<file path="src/rtl/ides8_align_pkg.sv">
// rtl/ides8_align_pkg.sv - shared state type and constants for the IDES8 word aligner
package ides8_align_pkg;

    localparam logic [7:0] DEFAULT_SYNC_PATTERN = 8'hB5;
    localparam int         CNT_W                = 4;
    localparam int         SLIP_W               = 8;
    localparam int         STAT_W               = 8;

    typedef enum logic [2:0] {
        ST_SEARCH,
        ST_VERIFY,
        ST_SLIP,
        ST_SETTLE,
        ST_LOCKED
    } align_state_t;

endpackage

</file>
<file path="src/rtl/ides8_word_aligner.sv">
// rtl/ides8_word_aligner.sv - IDES8 bitslip word aligner; IDES8_ALIGN_STATS_EN adds slip_cnt_o
module ides8_word_aligner
    import ides8_align_pkg::*;
#(
    parameter logic [7:0] SYNC_PATTERN = DEFAULT_SYNC_PATTERN,
    parameter int         LOCK_COUNT   = 4,
    parameter int         CALIB_SETTLE = 3,
    parameter int         MAX_SLIPS    = 8
) (
    input  logic       clk_i,
    input  logic       nrst_i,
    input  logic [7:0] q_i,
    input  logic       realign_i,
    output logic       calib_o,
    output logic [7:0] data_o,
    output logic       valid_o,
    output logic       locked_o,
    output logic       error_o
`ifdef IDES8_ALIGN_STATS_EN
    ,
    output logic [7:0] slip_cnt_o
`endif
);

    localparam logic [CNT_W-1:0]  LOCK_L      = CNT_W'(LOCK_COUNT);
    localparam logic [CNT_W-1:0]  SETTLE_LAST = CNT_W'(CALIB_SETTLE - 1);
    localparam logic [SLIP_W-1:0] MAX_L       = SLIP_W'(MAX_SLIPS);

    align_state_t      state, state_nxt;
    logic [CNT_W-1:0]  match_cnt, match_nxt;
    logic [CNT_W-1:0]  settle_cnt, settle_nxt;
    logic [SLIP_W-1:0] slip_try, slip_nxt;
    logic              err_set;
    logic              match;

    assign match = (q_i == SYNC_PATTERN);

    always_comb begin
        state_nxt  = state;
        match_nxt  = match_cnt;
        settle_nxt = settle_cnt;
        slip_nxt   = slip_try;
        err_set    = 1'b0;
        case (state)
            ST_SEARCH: begin
                if (match) begin
                    match_nxt = CNT_W'(1);
                    if (LOCK_L == CNT_W'(1)) begin
                        state_nxt = ST_LOCKED;
                        slip_nxt  = '0;
                    end else begin
                        state_nxt = ST_VERIFY;
                    end
                end else begin
                    match_nxt = '0;
                    state_nxt = ST_SLIP;
                end
            end
            ST_VERIFY: begin
                if (match) begin
                    match_nxt = match_cnt + CNT_W'(1);
                    if (match_cnt + CNT_W'(1) == LOCK_L) begin
                        state_nxt = ST_LOCKED;
                        slip_nxt  = '0;
                    end
                end else begin
                    match_nxt = '0;
                    state_nxt = ST_SLIP;
                end
            end
            ST_SLIP: begin
                settle_nxt = '0;
                state_nxt  = ST_SETTLE;
                // Slip budget wraps so the search keeps going after flagging the error.
                if (slip_try + SLIP_W'(1) == MAX_L) begin
                    slip_nxt = '0;
                    err_set  = 1'b1;
                end else begin
                    slip_nxt = slip_try + SLIP_W'(1);
                end
            end
            ST_SETTLE: begin
                if (settle_cnt == SETTLE_LAST) begin
                    settle_nxt = '0;
                    state_nxt  = ST_SEARCH;
                end else begin
                    settle_nxt = settle_cnt + CNT_W'(1);
                end
            end
            ST_LOCKED: state_nxt = ST_LOCKED;
            default:   state_nxt = ST_SEARCH;
        endcase
        if (realign_i) begin
            state_nxt  = ST_SEARCH;
            match_nxt  = '0;
            settle_nxt = '0;
            slip_nxt   = '0;
            err_set    = 1'b0;
        end
    end

    // Outputs are decoded from the next state so each one comes straight off a flop.
    always_ff @(posedge clk_i) begin
        if (!nrst_i) begin
            state      <= ST_SEARCH;
            match_cnt  <= '0;
            settle_cnt <= '0;
            slip_try   <= '0;
            calib_o    <= 1'b0;
            data_o     <= '0;
            valid_o    <= 1'b0;
            locked_o   <= 1'b0;
            error_o    <= 1'b0;
        end else begin
            state      <= state_nxt;
            match_cnt  <= match_nxt;
            settle_cnt <= settle_nxt;
            slip_try   <= slip_nxt;
            calib_o    <= (state_nxt == ST_SLIP);
            valid_o    <= (state_nxt == ST_LOCKED);
            locked_o   <= (state_nxt == ST_LOCKED);
            if (state_nxt == ST_LOCKED) begin
                data_o <= q_i;
            end
            if (realign_i) begin
                error_o <= 1'b0;
            end else if (err_set) begin
                error_o <= 1'b1;
            end
        end
    end

`ifdef IDES8_ALIGN_STATS_EN
    logic [STAT_W-1:0] slip_cnt_q;

    always_ff @(posedge clk_i) begin
        if (!nrst_i || realign_i) begin
            slip_cnt_q <= '0;
        end else if (state_nxt == ST_SLIP && slip_cnt_q != '1) begin
            slip_cnt_q <= slip_cnt_q + STAT_W'(1);
        end
    end

    assign slip_cnt_o = slip_cnt_q;
`endif

endmodule

</file>
<file path="config.mk">
export PLATFORM = sky130hd
export DESIGN_NAME = ides8_word_aligner
export DESIGN_NICKNAME = d
export VERILOG_FILES = /design/src/rtl/ides8_align_pkg.sv /design/src/rtl/ides8_word_aligner.sv
export SDC_FILE = /design/constraint.sdc
export NUM_CORES = 1
export LEC_CHECK = 0
export ABC_AREA = 1
export ABC_CLOCK_PERIOD_IN_PS = 4100
export CORE_MARGIN = 3
export CORE_UTILIZATION = 25
export DETAILED_ROUTE_END_ITERATION = 10
export PLACE_DENSITY = 0.48
export SETUP_SLACK_MARGIN = 0.02
export SLEW_MARGIN = 20
export SYNTH_ARGS = -nofsm -noshare
export SYNTH_HDL_FRONTEND = slang
export SYNTH_SLANG_ARGS = --single-unit
</file>
<file path="constraint.sdc">
create_clock -name clk_i -period 4.1 [get_ports clk_i]
set_input_delay 0.615 -clock clk_i [delete_from_list [all_inputs] [get_ports clk_i]]
set_output_delay 0.615 -clock clk_i [all_outputs]
set_load 0.01 [all_outputs]
</file>
==> out/results.txt <==
Status: finished, final reports clean
Clk sink count: 30
Antenna violations before repair: 0
Synthesized area per cell: 7.28 um2
Gate power share: 7.0%
Site row count: 28
Vias: 1355
Clk_skew: 0.00944 ns
Final hold vios: 0
Initial Util: 26.3%
DRC errors left: 0
Largest area contributor in the netlist: dfxtp_1
WL met1: 1640 um
Clock power share: 42.8%
Final Wtd Congestion: 0.740
Ratio of cells with drive above 1 in the final layout: 16.0%
Psw: 145 uW
Most frequent cells in the layout: nand2_1, dfxtp_1, inv_1
RSZ-0062 raised after global routing: false
Worst EP required: 4.33 ns
CP Class: input port to flip-flop
Antenna Violating Nets Remaining: 0
Final nets: 259
Most frequent CP cell: nand2_1
Sum Neg Setup Slack: 0 ns
Crit-path slowest cell: nor2_2
Crit path DAT: 2.31 ns
Clk buf depth: 2
Core Area: 6060 um2
Pre-antenna DRT Iters: 4
Hold bufs inserted after CTS: 0
Endpoints failing setup: 0
DR vias/cell: 4.25
CP max FO: 17
Post-Synthesis Cells: 219
Power Dens Cells: 301 nW/um2
Worst Hold Class: flip-flop to flip-flop
Fin crit period: 2.08 ns
Num CTS Buffers: 5
Slew HR: 40.1%
CTS tree: built
Crit path capture type: flip-flop
Slew @ Worst Pin: 0.898 ns
Port bufs: 22
Post-Syn Area: 1600 um2
Die area: 7380 um2
Sw frac: 24.6%
#FFs+latches synth: 30
Synth async-reset ratio: 0%
Htree depth: 2
Placed insts: 311
P&R area growth vs syn: 22.5%
Vias in the first global route: 1367
Io pins: 23
Detailed Place HPWL: 2330 um
First-pass GRT wire length: 5790 um
Root buffer cell: clkbuf_8
Setup crit start kind: input port
Post-Layout Cell Count: 319
Reg power frac: 50.2%
Routed len/inst: 9.98 um
CP cell instances: clkdlybuf4s50_1 -> nor2_2 -> nand2_1 -> nor2_1 -> nand2_1 -> inv_1
Yosys top cell area share: 37.6%
Die height: 85.9 um
Largest net degree at the start of global routing: 18
Die W: 85.9 um
ANT cells: 0
Pleak: 0.000736 uW
Pint: 444 uW
GRT overflow: 0
Fmax: 480 MHz
Met3 WL post-DR: 174 um
Final Max Tran Viols: 0
Initial DRC count: 39
Slowest stage delay, CP: 0.72 ns
Final Cycle Share: 50.8%
Mapped Nets: 235
Gr usage total: 9.78%
Worst hold slack: 0.479 ns
Met2 routed WL: 1340 um
Synth warn: 0
Largest cells by area after synthesis: dfxtp_1, nand2_1, a21oi_1, inv_1, nor2_2
Sequential share of the synthesized area: 37.6%
Netlist cell types: 27
VDD IR max: 0.146 mV
Most used DFF post-synth: dfxtp_1
Post-synth EDFFs: 0
Postcts setup bufs: 0
Max_cap viols: 0
Clock transition at the registers of the reported paths: 0.07 ns
Fillcell total: 674
CP top delay family: simple AND/OR/NAND/NOR gates
Most common cell after layout, fill and taps aside: nand2_1
Buffers & Inverters on Critical Path: 2
CTS resizes: 0
Total Wirelength: 3180 um
Clock Latency Late Sink: 0.29 ns
Top Metal Used: met4
per-stage QoR:
stage	total power [uW]	setup WS, ns	instance area [um2]	util [%]
after floorplan	328	2.58	1600	-
after global placement	345	1.75	1860	30.7
after detailed placement	345	1.70	1860	30.7
after CTS	601	2.02	1950	32.2
after global routing	616	1.86	1950	32.2
final	589	2.02	1950	32.2
power groups by stage:
stage / Combinational (uW) / Sequential [uW] / Clock [uW]
finish: 41.2 / 296 / 252
global route: 46.4 / 296 / 274
CTS: 42.1 / 296 / 264
detailed placement: 42.2 / 302 / 0
global placement: 42.4 / 302 / 0
floorplan: 25.7 / 302 / 0
per-layer routing:
layer	up-vias	track usage, %
li1	743	-
met1	582	12.0
met2	26	15.1
met3	4	4.13
met4	0	3.88
met5	-	0
cell type report:
type / count / area, um2 / share of cell area, %
Sequential cell: 30 / 601 / 30.7
Timing Repair Buffer: 22 / 220 / 11.3
Tap cell: 75 / 93.8 / 4.80
Clock inverter: 2 / 12.5 / 0.640
Multi-Input combinational cell: 156 / 840 / 43.0
Inverter: 28 / 105 / 5.38
Clock buffer: 6 / 82.6 / 4.23
state kept, by name (all words and copies together), names as in the netlist:
name and flops:
match_cnt 4, error_o 1, state 3, locked_o 1, calib_o 1, settle_cnt 4, slip_try 8, data_o 8
path summary, 6_finish.rpt:
| check | start | endpoint | slack (ns) | depth (start not counted) |
|---|---|---|---|---|
| setup / recovery | realign_i | calib_o$_SDFF_PN0_ | 2.02 | 6 |
| hold / removal | slip_try[7]$_SDFFE_PP0P_ | slip_try[7]$_SDFFE_PP0P_ | 0.48 | 2 |
| setup reg to reg | state[0]$_SDFF_PN0_ | calib_o$_SDFF_PN0_ | 2.30 | 7 |
| hold reg to reg | slip_try[7]$_SDFFE_PP0P_ | slip_try[7]$_SDFFE_PP0P_ | 0.48 | 2 |
cell families (layout without fill, tap and decap cells):
| kind of cell | after synthesis | after routing | share of synthesized area, % |
|---|---|---|---|
| AO/OA/AOI/OAI | 33 | 33 | 12.9 |
| flip-flops | 30 | 30 | 37.6 |
| XOR/XNOR | 5 | 5 | 2.74 |
| buffers and inverters | 33 | 58 | 9.72 |
| AND/OR/NAND/NOR | 113 | 113 | 33.1 |
| adder cells (fa/ha/maj) | 5 | 5 | 3.92 |
cell usage after synthesis, types with 3 or more instances:
cell and instances:
inv_1 24, inv_2 4, a21oi_2 8, nand2_1 57, xor2_1 5, dfxtp_1 30
nand3_1 14, ha_1 5, nor2_2 12, a21oi_1 18, o21ai_0 3, nor2_1 19
nand3_2 3
tightest hold or removal path, stage by stage (launching register included):
cell     delay, ns
dfxtp_1       0.32
nand2_1       0.06
a21oi_1       0.05
Note: power is estimated with default switching activity, not from simulation.
